<file path="config.mk">
export PLATFORM = sky130hd
export DESIGN_NAME = mux_logic_pipe
export DESIGN_NICKNAME = d
export VERILOG_FILES = /design/src/rtl/mux_logic_pkg.sv /design/src/rtl/mux2_cell.sv /design/src/rtl/mux_logic_pipe.sv
export SDC_FILE = /design/constraint.sdc
export NUM_CORES = 1
export LEC_CHECK = 0
export ABC_AREA = 1
export BUFFER_PORTS_ARGS = -buffer_cell sky130_fd_sc_hd__buf_4
export CELL_PAD_IN_SITES_DETAIL_PLACEMENT = 1
export CELL_PAD_IN_SITES_GLOBAL_PLACEMENT = 2
export CORE_ASPECT_RATIO = 0.7
export CORE_MARGIN = 2
export CORE_UTILIZATION = 32
export DETAILED_ROUTE_END_ITERATION = 12
export GPL_ROUTABILITY_DRIVEN = 0
export PLACE_DENSITY = 0.79
export SYNTH_ARGS = -nofsm -noshare
export SYNTH_HDL_FRONTEND = slang
export SYNTH_SLANG_ARGS = --single-unit
export TNS_END_PERCENT = 100
</file>
<file path="constraint.sdc">
create_clock -name clk -period 1.8 [get_ports clk]
set_input_delay 0.09 -clock clk [delete_from_list [all_inputs] [get_ports clk]]
set_output_delay 0.09 -clock clk [all_outputs]
set_load 0.01 [all_outputs]
</file>
<file path="src/rtl/mux_logic_pkg.sv">
// rtl/mux_logic_pkg.sv - opcodes and default sizes for the mux-built logic pipe
// Contents: OP_* opcode encodings (3 bits), DEF_WIDTH, DEF_CNT_W.
package mux_logic_pkg;

    localparam logic [2:0] OP_AND  = 3'd0;
    localparam logic [2:0] OP_OR   = 3'd1;
    localparam logic [2:0] OP_NOT  = 3'd2;
    localparam logic [2:0] OP_XOR  = 3'd3;
    localparam logic [2:0] OP_XNOR = 3'd4;
    localparam logic [2:0] OP_NAND = 3'd5;
    localparam logic [2:0] OP_NOR  = 3'd6;
    localparam logic [2:0] OP_PASS = 3'd7;

    localparam int DEF_WIDTH = 8;
    localparam int DEF_CNT_W = 8;

endpackage

</file>
<file path="src/rtl/mux2_cell.sv">
// rtl/mux2_cell.sv - 1-bit combinational 2:1 mux, the only gate primitive of the datapath
// Ports: d0 (selected when sel=0), d1 (selected when sel=1), sel, y.
module mux2_cell (
    input  logic d0,
    input  logic d1,
    input  logic sel,
    output logic y
);

    assign y = sel ? d1 : d0;

endmodule

</file>
<file path="src/rtl/mux_logic_pipe.sv">
// rtl/mux_logic_pipe.sv - two-stage valid/ready bitwise logic unit built from mux2 cells
// Ports:
//   clk, rst                 clock, async active-high reset
//   in_valid/in_ready        operand handshake; in_a, in_b, in_op, in_chain
//   out_valid/out_ready      result handshake; out_res, out_zero, out_ones
//   out_count                results consumed, modulo 2^CNT_W
module mux_logic_pipe
    import mux_logic_pkg::*;
#(
    parameter int WIDTH = DEF_WIDTH,
    parameter int CNT_W = DEF_CNT_W
) (
    input  logic             clk,
    input  logic             rst,
    input  logic             in_valid,
    output logic             in_ready,
    input  logic [WIDTH-1:0] in_a,
    input  logic [WIDTH-1:0] in_b,
    input  logic [2:0]       in_op,
    input  logic             in_chain,
    output logic             out_valid,
    input  logic             out_ready,
    output logic [WIDTH-1:0] out_res,
    output logic             out_zero,
    output logic             out_ones,
    output logic [CNT_W-1:0] out_count
);

    logic             s1_v;
    logic             s1_chain;
    logic [WIDTH-1:0] s1_a;
    logic [WIDTH-1:0] s1_b;
    logic [2:0]       s1_op;

    logic             s2_v;
    logic [WIDTH-1:0] res_q;
    logic [WIDTH-1:0] last_res;
    logic [CNT_W-1:0] cnt_q;

    logic [WIDTH-1:0] b_eff;
    logic [WIDTH-1:0] res_d;

    logic s1_adv;
    logic ready_int;
    logic in_xfer;
    logic s2_load;
    logic out_xfer;

    assign s1_adv    = !s2_v || out_ready;
    assign ready_int = !s1_v || s1_adv;
    // Flops are held by the async reset anyway; only the visible ready is
    // masked so the source never sees a handshake while reset is asserted.
    assign in_ready  = ready_int && !rst;
    assign in_xfer   = in_valid && ready_int;
    assign s2_load   = s1_adv && s1_v;
    assign out_xfer  = s2_v && out_ready;

    // Per-bit datapath. Opcode tree leaf order follows OP_AND..OP_PASS:
    // op[0] picks within pairs, op[1] between pairs, op[2] between halves.
    for (genvar i = 0; i < WIDTH; i++) begin : g_bit
        logic na, nb;
        logic g_and, g_or, g_xor, g_xnor, g_nand, g_nor;
        logic t01, t23, t45, t67, t03, t47;

        // Chain mode swaps B for the previous result.
        mux2_cell u_bsel (.d0(s1_b[i]), .d1(last_res[i]), .sel(s1_chain), .y(b_eff[i]));

        mux2_cell u_na   (.d0(1'b1),     .d1(1'b0),     .sel(s1_a[i]), .y(na));
        mux2_cell u_nb   (.d0(1'b1),     .d1(1'b0),     .sel(b_eff[i]), .y(nb));
        mux2_cell u_and  (.d0(1'b0),     .d1(b_eff[i]), .sel(s1_a[i]), .y(g_and));
        mux2_cell u_or   (.d0(b_eff[i]), .d1(1'b1),     .sel(s1_a[i]), .y(g_or));
        mux2_cell u_xor  (.d0(b_eff[i]), .d1(nb),       .sel(s1_a[i]), .y(g_xor));
        mux2_cell u_xnor (.d0(nb),       .d1(b_eff[i]), .sel(s1_a[i]), .y(g_xnor));
        mux2_cell u_nand (.d0(1'b1),     .d1(nb),       .sel(s1_a[i]), .y(g_nand));
        mux2_cell u_nor  (.d0(nb),       .d1(1'b0),     .sel(s1_a[i]), .y(g_nor));

        mux2_cell u_t01 (.d0(g_and),  .d1(g_or),    .sel(s1_op[0]), .y(t01));
        mux2_cell u_t23 (.d0(na),     .d1(g_xor),   .sel(s1_op[0]), .y(t23));
        mux2_cell u_t45 (.d0(g_xnor), .d1(g_nand),  .sel(s1_op[0]), .y(t45));
        mux2_cell u_t67 (.d0(g_nor),  .d1(s1_a[i]), .sel(s1_op[0]), .y(t67));
        mux2_cell u_t03 (.d0(t01),    .d1(t23),     .sel(s1_op[1]), .y(t03));
        mux2_cell u_t47 (.d0(t45),    .d1(t67),     .sel(s1_op[1]), .y(t47));
        mux2_cell u_top (.d0(t03),    .d1(t47),     .sel(s1_op[2]), .y(res_d[i]));
    end

    always_ff @(posedge clk or posedge rst) begin
        if (rst) begin
            s1_v     <= 1'b0;
            s1_chain <= 1'b0;
            s1_a     <= '0;
            s1_b     <= '0;
            s1_op    <= '0;
            s2_v     <= 1'b0;
            res_q    <= '0;
            last_res <= '0;
            cnt_q    <= '0;
        end else begin
            if (in_xfer) begin
                s1_v     <= 1'b1;
                s1_a     <= in_a;
                s1_b     <= in_b;
                s1_op    <= in_op;
                s1_chain <= in_chain;
            end else if (s1_adv) begin
                s1_v <= 1'b0;
            end

            // last_res updates on the same edge the result is registered, so a
            // chained word directly behind its predecessor sees it with no bubble.
            if (s2_load) begin
                s2_v     <= 1'b1;
                res_q    <= res_d;
                last_res <= res_d;
            end else if (out_ready) begin
                s2_v <= 1'b0;
            end

            if (out_xfer) begin
                cnt_q <= cnt_q + 1'b1;
            end
        end
    end

    assign out_valid = s2_v;
    assign out_res   = res_q;
    assign out_count = cnt_q;
    // Flags describe the held result and read low while nothing is valid,
    // so the idle/reset state shows every output at 0.
    assign out_zero  = s2_v && (res_q == '0);
    assign out_ones  = s2_v && (&res_q);

endmodule

</file>
==> results.sh, run 1 <==
export IMPL_run_status="finished, final reports clean"
export IMPL_syn2layout_area_growth_pct=24.2
export IMPL_grt_antenna_before_repair=0
export IMPL_vias_per_cell=4.76
export IMPL_clk_path_buf_depth=2
export IMPL_timing_critical_path_slowest_stage_cell="sky130_fd_sc_hd__dfrtp_2"
export IMPL_syn_avg_cell_area_um2=7.33
export IMPL_max_cap_viol_count=0
export IMPL_criticalPathCategory="flip-flop to flip-flop"
export IMPL_synth_lib_cells_used_distinct=26
export IMPL_slowest_delay_ns=0.40
export IMPL_syn_nets=443
export IMPL_timing_final_max_slew_violations=0
export IMPL_cp_num_buf_inv=2
export IMPL_commonest_non_fill_non_tap_cell_in_the_layout="sky130_fd_sc_hd__nand2_1"
export IMPL_yosys_area_top_type="sky130_fd_sc_hd__dfrtp_1"
export IMPL_synthesis_area_um2=2830
export IMPL_final_period_utilization_pct=95.0
export IMPL_hold_path_class="primary input to flip-flop"
export IMPL_finish_net_count=490
export IMPL_critical_path_data_arrival_time_ns=1.89
export IMPL_drc=0
export IMPL_post_layout_nonfiller_instances=554
export IMPL_global_route_overflow_total=0
export IMPL_drt_initial_drc_count=130
export IMPL_placed_cells_incl_taps=543
export IMPL_yosysSeqAreaShare_pct=33.6
export IMPL_die_width_um=116
export IMPL_grt_setup_unrepaired="true"
export IMPL_dp_hpwl_um=6010
export IMPL_leakage_nw=1.87
export IMPL_timing_max_slew_rel_slack_pct=69.1
export IMPL_cp_required_ns=1.98
export IMPL_pwr_density_cell_nw_per_um2=1200
export IMPL_synth_top_cell_area_share_pct=33.6
export IMPL_route_final_wire_length_um=8220
export IMPL_final_cell_mix="118 x sky130_fd_sc_hd__nand2_1, 60 x sky130_fd_sc_hd__nand3_1, 60 x sky130_fd_sc_hd__buf_4, 50 x sky130_fd_sc_hd__inv_1, 37 x sky130_fd_sc_hd__dfrtp_1"
export IMPL_hold_violations=0
export IMPL_critPathMostFrequentCell="sky130_fd_sc_hd__nand2_1"
export IMPL_synth_seq_cells=38
export IMPL_transition_at_the_pin_with_the_smallest_max_transition_slack_ns=0.463
export IMPL_insertedDiodeCount=0
export IMPL_drt_antenna_violating_nets=0
export IMPL_detailroute_via_count=2636
export IMPL_synthCells=386
export IMPL_rows=28
export IMPL_endpoint_kind="flip-flop"
export IMPL_drt_pass1_iterations=4
export IMPL_total_power_mw=4.20
export IMPL_final_layout_size_suffix_gt1_share_pct=20.7
export IMPL_die_area_um2=9620
export IMPL_global_route_usage_total_pct=18.5
export IMPL_synth_async_reset_ratio_pct=100
export IMPL_clock_tree_from_tritoncts="yes"
export IMPL_largest_cells_by_area_after_synthesis="sky130_fd_sc_hd__dfrtp_1 34%, sky130_fd_sc_hd__nand2_1 16%, sky130_fd_sc_hd__ha_1 15%"
export IMPL_crit_chain="clkbuf_4 -> o21ai_1 -> buf_4 -> ha_1 -> nand2_1 -> o21ai_0 -> nand2_1 -> nand3_1 -> nand3_1 -> nand2_1"
export IMPL_routed_wire_length_per_instance_um=14.8
export IMPL_die_height_um=82.7
export IMPL_cts_root_buffer_cell="sky130_fd_sc_hd__clkbuf_16"
export IMPL_finalWorstPathRequiredPeriod_ns=1.71
export IMPL_core_area_um2=8510
export IMPL_synth_ff_type="sky130_fd_sc_hd__dfrtp_1"
export IMPL_floorplan_io_pins=44
export IMPL_htree_levels=2
export IMPL_cp_start_kind="flip-flop"
export IMPL_grt_pass1_vias=2733
export IMPL_start_util_pct=33.2
export IMPL_portBuffers=43
export IMPL_grt_max_degree=41
export IMPL_irDropWorstVdd_mv=0.516
export IMPL_cpLargestDelayFamily="flip-flops"
export IMPL_finalSetupViolCount=0
export IMPL_synth_warnings=0
export IMPL_tritoncts_num_sinks=38
export IMPL_clock_insertion_delay_worst_skew_ns=0.29
export IMPL_peak_freq_ghz=0.585
export IMPL_synth_edff_count=0
export IMPL_cts_inserted_buffers=5
export IMPL_clk_pin_slew_ns=0.06
export IMPL_grt_pass1_wl_um=13600
export IMPL_clock_skew_after_layout_ns=0.00584
export IMPL_finalCoreUtilization_pct=41.2
export IMPL_critPathMaxFanout=8
-- repair_timing --
action                                  CTS  global route
endpoints found under the setup margin    6             8
gates resized for setup                   3             8
endpoints found under the hold margin    14             0
hold buffers                              1             0
pin swaps                                 0             1
buffers inserted                          0             2
-- per-layer routing --
layer / share of wire, % / GRT usage (%) / wire (um) / vias up
met1: 49 / 24.4 / 4020 / 1291
met5: 0 / 0 / 0 / -
met4: 1.1 / 4.76 / 87 / 0
li1: - / - / - / 1298
met2: 47 / 31.0 / 3840 / 38
met3: 3.3 / 3.94 / 273 / 9
-- layout make-up --
type,instances,area [um^2]
Clock buffer,5,125
Clock inverter,3,40.0
Fill cell,1082,5000
Inverter,53,199
Multi-Input combinational cell,271,1550
Sequential cell,38,952
Tap cell,120,150
Timing Repair Buffer,64,499
-- state kept, by name, indices dropped and copies added (netlist names) --
name       cells
s1_op          3
s1_a           8
out_count      8
s1_v           1
last_res       8
out_valid      1
s1_chain       1
s1_b           8
-- worst register-to-register path: stages (launching register included) --
cell and delay [ns]:
sky130_fd_sc_hd__dfrtp_2 0.40, sky130_fd_sc_hd__clkbuf_4 0.18, sky130_fd_sc_hd__o21ai_1 0.18, sky130_fd_sc_hd__buf_4 0.15, sky130_fd_sc_hd__ha_1 0.23, sky130_fd_sc_hd__nand2_1 0.07, sky130_fd_sc_hd__o21ai_0 0.09, sky130_fd_sc_hd__nand2_1 0.08
sky130_fd_sc_hd__nand3_1 0.06, sky130_fd_sc_hd__nand3_1 0.09, sky130_fd_sc_hd__nand2_1 0.06
-- path summary, 6_finish.rpt --
check / start / to / slack (ns) / depth (start not counted)
worst max-delay path: s1_chain / last_res[6] / 0.09 / 10
worst min-delay path: in_b[1] / s1_b[1] / 0.03 / 3
worst max register to register: s1_chain / last_res[6] / 0.09 / 10
worst min register to register: s1_b[0] / s1_b[0] / 0.47 / 2
max in group asynchronous: rst / s1_chain / 0.92 / 4
min in group asynchronous: rst / out_count[7] / 0.55 / 4
-- report_power, final --
part / leakage, nW / total (mW) / internal (mW) / switching, mW
Sequential: 0.447 / 1.30 / 1.07 / 0.225
Combinational: 1.34 / 1.87 / 0.796 / 1.07
Clock: 0.0836 / 1.03 / 0.650 / 0.382
Total: 1.87 / 4.20 / 2.52 / 1.68
-- synthesized netlist by cell type, types with 2 or more instances --
cell type and number:
sky130_fd_sc_hd__buf_4 11, sky130_fd_sc_hd__nand3_1 61, sky130_fd_sc_hd__ha_1 33, sky130_fd_sc_hd__xor2_1 3
sky130_fd_sc_hd__inv_2 2, sky130_fd_sc_hd__nand4_1 4, sky130_fd_sc_hd__dfrtp_1 38, sky130_fd_sc_hd__nor4_1 2
sky130_fd_sc_hd__nand3_2 2, sky130_fd_sc_hd__a21oi_2 5, sky130_fd_sc_hd__a21oi_1 6, sky130_fd_sc_hd__nand2_1 118
sky130_fd_sc_hd__o21ai_0 16, sky130_fd_sc_hd__buf_2 11, sky130_fd_sc_hd__nand2_2 2, sky130_fd_sc_hd__nor2_1 13
sky130_fd_sc_hd__inv_1 50
-- kinds of logic (layout without fill, tap and decap cells) --
family	after synthesis	after routing	synth area share [%]
flip-flops	38	38	33.6
XOR/XNOR	4	4	1.24
buffers and inverters	77	125	12.5
AO/OA/AOI/OAI	28	28	5.62
AND/OR/NAND/NOR	205	205	32.0
adder cells (fa/ha/maj)	33	33	14.6
multiplexers	1	1	0.398
-- through the flow --
step	setup WS [ns]	hold slack [ns]	setup TNS, ns	cell area [um^2]
2_1_floorplan	0.226	0.235	0	2830
3_3_place_gp	-0.0815	0.294	-0.141	3290
3_5_place_dp	-0.127	0.288	-0.321	3290
4_1_cts	0.0663	0.0326	0	3470
5_1_grt	-0.0316	0.0343	-0.0605	3510
6_report	0.0903	0.0321	0	3510
No activity file was read; power rests on OpenSTA's default activity.
==> inputs of run 2 (changes only) <==
--- a/config.mk
+++ b/config.mk
@@ -5,16 +5,16 @@
 export SDC_FILE = /design/constraint.sdc
 export NUM_CORES = 1
 export LEC_CHECK = 0
-export ABC_AREA = 1
+export ABC_AREA = 0
 export BUFFER_PORTS_ARGS = -buffer_cell sky130_fd_sc_hd__buf_4
 export CELL_PAD_IN_SITES_DETAIL_PLACEMENT = 1
 export CELL_PAD_IN_SITES_GLOBAL_PLACEMENT = 2
 export CORE_ASPECT_RATIO = 0.7
 export CORE_MARGIN = 2
-export CORE_UTILIZATION = 32
+export CORE_UTILIZATION = 36
 export DETAILED_ROUTE_END_ITERATION = 12
 export GPL_ROUTABILITY_DRIVEN = 0
-export PLACE_DENSITY = 0.79
+export PLACE_DENSITY_LB_ADDON = 0.1
 export SYNTH_ARGS = -nofsm -noshare
 export SYNTH_HDL_FRONTEND = slang
 export SYNTH_SLANG_ARGS = --single-unit
==> results.sh, run 2 <==
export IMPL_cp_start_kind="flip-flop"
export IMPL_grt_pass1_vias=2160
export IMPL_grt_setup_unrepaired="true"
export IMPL_total_switching_power_mw=1.52
export IMPL_synth_ff_type="sky130_fd_sc_hd__dfrtp_1"
export IMPL_leakage_nw=1.67
export IMPL_total_power_mw=4.02
export IMPL_pwr_density_cell_nw_per_um2=1110
export IMPL_final_period_utilization_pct=98.8
export IMPL_finish_net_count=379
export IMPL_yosysSeqAreaShare_pct=35.1
export IMPL_critPathMaxFanout=5
export IMPL_die_width_um=108
export IMPL_htree_levels=2
export IMPL_run_status="finished, final reports clean"
export IMPL_portBuffers=43
export IMPL_drt_antenna_violating_nets=0
export IMPL_cts_root_buffer_cell="sky130_fd_sc_hd__clkbuf_8"
export IMPL_synth_top_cell_area_share_pct=35.1
export IMPL_yosys_area_top_type="sky130_fd_sc_hd__dfrtp_1"
export IMPL_finalSetupViolCount=0
export IMPL_place_ws_ns=-0.0267
export IMPL_drc=0
export IMPL_core_area_um2=7290
export IMPL_synth_async_reset_ratio_pct=100
export IMPL_synth_lib_cells_used_distinct=33
export IMPL_post_route_worst_setup_slack_ns=0.0217
export IMPL_power_share_sequential_pct=32.6
export IMPL_synthCells=256
export IMPL_syn2layout_area_growth_pct=34.0
export IMPL_largest_cells_by_area_after_synthesis="sky130_fd_sc_hd__dfrtp_1 35%, sky130_fd_sc_hd__ha_1 15%, sky130_fd_sc_hd__mux2_2 12%"
export IMPL_final_cell_mix="68 x sky130_fd_sc_hd__buf_4, 38 x sky130_fd_sc_hd__dfrtp_1, 27 x sky130_fd_sc_hd__mux2_2, 25 x sky130_fd_sc_hd__ha_1, 19 x sky130_fd_sc_hd__nand2_1"
export IMPL_start_util_pct=37.2
export IMPL_die_height_um=76.6
export IMPL_synth_seq_cells=38
export IMPL_hold_violations=0
export IMPL_global_route_usage_met1_pct=25.2
export IMPL_hold_path_class="primary input to flip-flop"
export IMPL_rows=26
export IMPL_clk_path_buf_depth=2
export IMPL_critical_path_data_arrival_time_ns=1.98
export IMPL_synthesis_area_um2=2710
export IMPL_clk_pin_slew_ns=0.08
export IMPL_p_sw_share_pct=37.9
export IMPL_clock_insertion_delay_worst_skew_ns=0.30
export IMPL_synth_warnings=0
export IMPL_synth_edff_count=0
export IMPL_timing_max_slew_rel_slack_pct=68.5
export IMPL_tritoncts_num_sinks=38
export IMPL_clock_tree_from_tritoncts="yes"
export IMPL_power_report_internal_total_mw=2.49
export IMPL_drt_initial_drc_count=66
export IMPL_cts_inserted_buffers=5
export IMPL_transition_at_the_pin_with_the_smallest_max_transition_slack_ns=0.468
export IMPL_post_layout_nonfiller_instances=421
export IMPL_final_layout_size_suffix_gt1_share_pct=47.1
export IMPL_irDropWorstVdd_mv=0.512
export IMPL_globalRoute_busiestLayer="met2"
export IMPL_finalWorstPathRequiredPeriod_ns=1.78
export IMPL_endpoint_kind="flip-flop"
export IMPL_drt_pass1_iterations=4
export IMPL_routed_wire_length_per_instance_um=16.9
export IMPL_floorplan_io_pins=44
export IMPL_syn_avg_cell_area_um2=10.6
export IMPL_commonest_non_fill_non_tap_cell_in_the_layout="sky130_fd_sc_hd__buf_4"
export IMPL_route_final_wire_length_um=7100
export IMPL_grt_max_degree=50
export IMPL_grt_pass1_wl_um=11400
export IMPL_clock_skew_after_layout_ns=0.00635
export IMPL_combinational_cell_fraction_of_total_power_pct=51.9
export IMPL_global_route_overflow_total=0
export IMPL_timing_final_max_slew_violations=0
export IMPL_fill_cells=823
export IMPL_detailroute_via_count=2104
export IMPL_synth_commonest_cells="38 x sky130_fd_sc_hd__dfrtp_1, 33 x sky130_fd_sc_hd__ha_1, 28 x sky130_fd_sc_hd__mux2_2, 19 x sky130_fd_sc_hd__nand2_1, 18 x sky130_fd_sc_hd__inv_1"
export IMPL_grt_antenna_before_repair=0
export IMPL_syn_nets=313
export IMPL_die_area_um2=8250
export IMPL_most_numerous_cell_in_the_yosys_netlist="sky130_fd_sc_hd__dfrtp_1"
export IMPL_groute_layer_met3_usage_pct=3.17
export IMPL_vias_per_cell=5.00
export IMPL_max_cap_viol_count=0
export IMPL_dp_hpwl_um=5150
export IMPL_cp_required_ns=2.00
export IMPL_power_share_clock_pct=15.6
export IMPL_criticalPathCategory="flip-flop to flip-flop"
export IMPL_insertedDiodeCount=0
export IMPL_global_route_usage_total_pct=17.9
export IMPL_placed_cells_incl_taps=404
export IMPL_peak_freq_ghz=0.562
export IMPL_met2_usage_pct=28.6
run 2: cells by family after synthesis:
group	share of synthesized area [%]
fa+ha+maj	15.2
flops	35.1
simple gates	10.3
buf+inv	7.34
compound gates	11.8
mux	18.0
xor+xnor	2.26
run 2: area by class of cell:
type / instances / area [um^2] / area share (%)
timing repair buffer: 77 / 618 / 17.0
multi-input combinational: 182 / 1780 / 49.1
clock inverter: 1 / 5.00 / 0.138
clock buffer: 7 / 86.3 / 2.38
inverter: 18 / 67.6 / 1.86
sequential: 38 / 951 / 26.2
tap: 98 / 123 / 3.38
run 2: power groups by stage:
stage	clock, mW	combinational [mW]	sequential, mW
after floorplan	0	1.06	1.29
after global placement	0	1.70	1.29
after detailed placement	0	1.74	1.30
after CTS	0.646	1.78	1.29
after global routing	0.683	2.31	1.35
final	0.625	2.08	1.31
run 2: critical path, stage by stage, from the launching register on:
cell and delay (ns):
sky130_fd_sc_hd__dfrtp_1 0.38, sky130_fd_sc_hd__buf_6 0.17, sky130_fd_sc_hd__mux2i_4 0.26, sky130_fd_sc_hd__ha_1 0.28, sky130_fd_sc_hd__mux2i_1 0.15, sky130_fd_sc_hd__o22ai_1 0.11
sky130_fd_sc_hd__o41ai_2 0.32
run 2: repair_timing:
item / CTS / global route
gates cloned: 0 / 0
resized for setup: 4 / 38
pin swaps: 0 / 7
setup buffers: 1 / 6
endpoints found under the setup margin: 4 / 9
hold buffers: 2 / 0
hold endpoints to repair: 39 / 0
run 2: stage by stage:
stage	util [%]	area, um^2	TNS (ns)	hold slack, ns
finish	49.8	3630	0	0.0181
global route	49.8	3630	-0.282	0.0119
CTS	46.2	3370	-0.00591	0.0158
detailed placement	44.3	3230	-0.0267	0.173
global placement	44.3	3230	0	0.157
floorplan	-	2720	0	0.198
run 2: path summary, 6_finish.rpt:
check,cells past startpoint,startpoint,to,slack (ns)
setup reg to reg,6,s1_chain,last_res[3],0.02
setup / recovery,6,s1_chain,last_res[3],0.02
min in group asynchronous,4,rst,last_res[5],0.41
hold / removal,2,in_a[1],s1_a[1],0.02
hold reg to reg,1,out_count[7],out_count[7],0.48
max in group asynchronous,4,rst,s1_a[3],1.09
run 2: per-layer routing:
metal / wire [um] / share of wire [%]
met1: 3500 / 49
met2: 3360 / 47
met3: 166 / 2.3
met4: 76 / 1.1
met5: 0 / 0
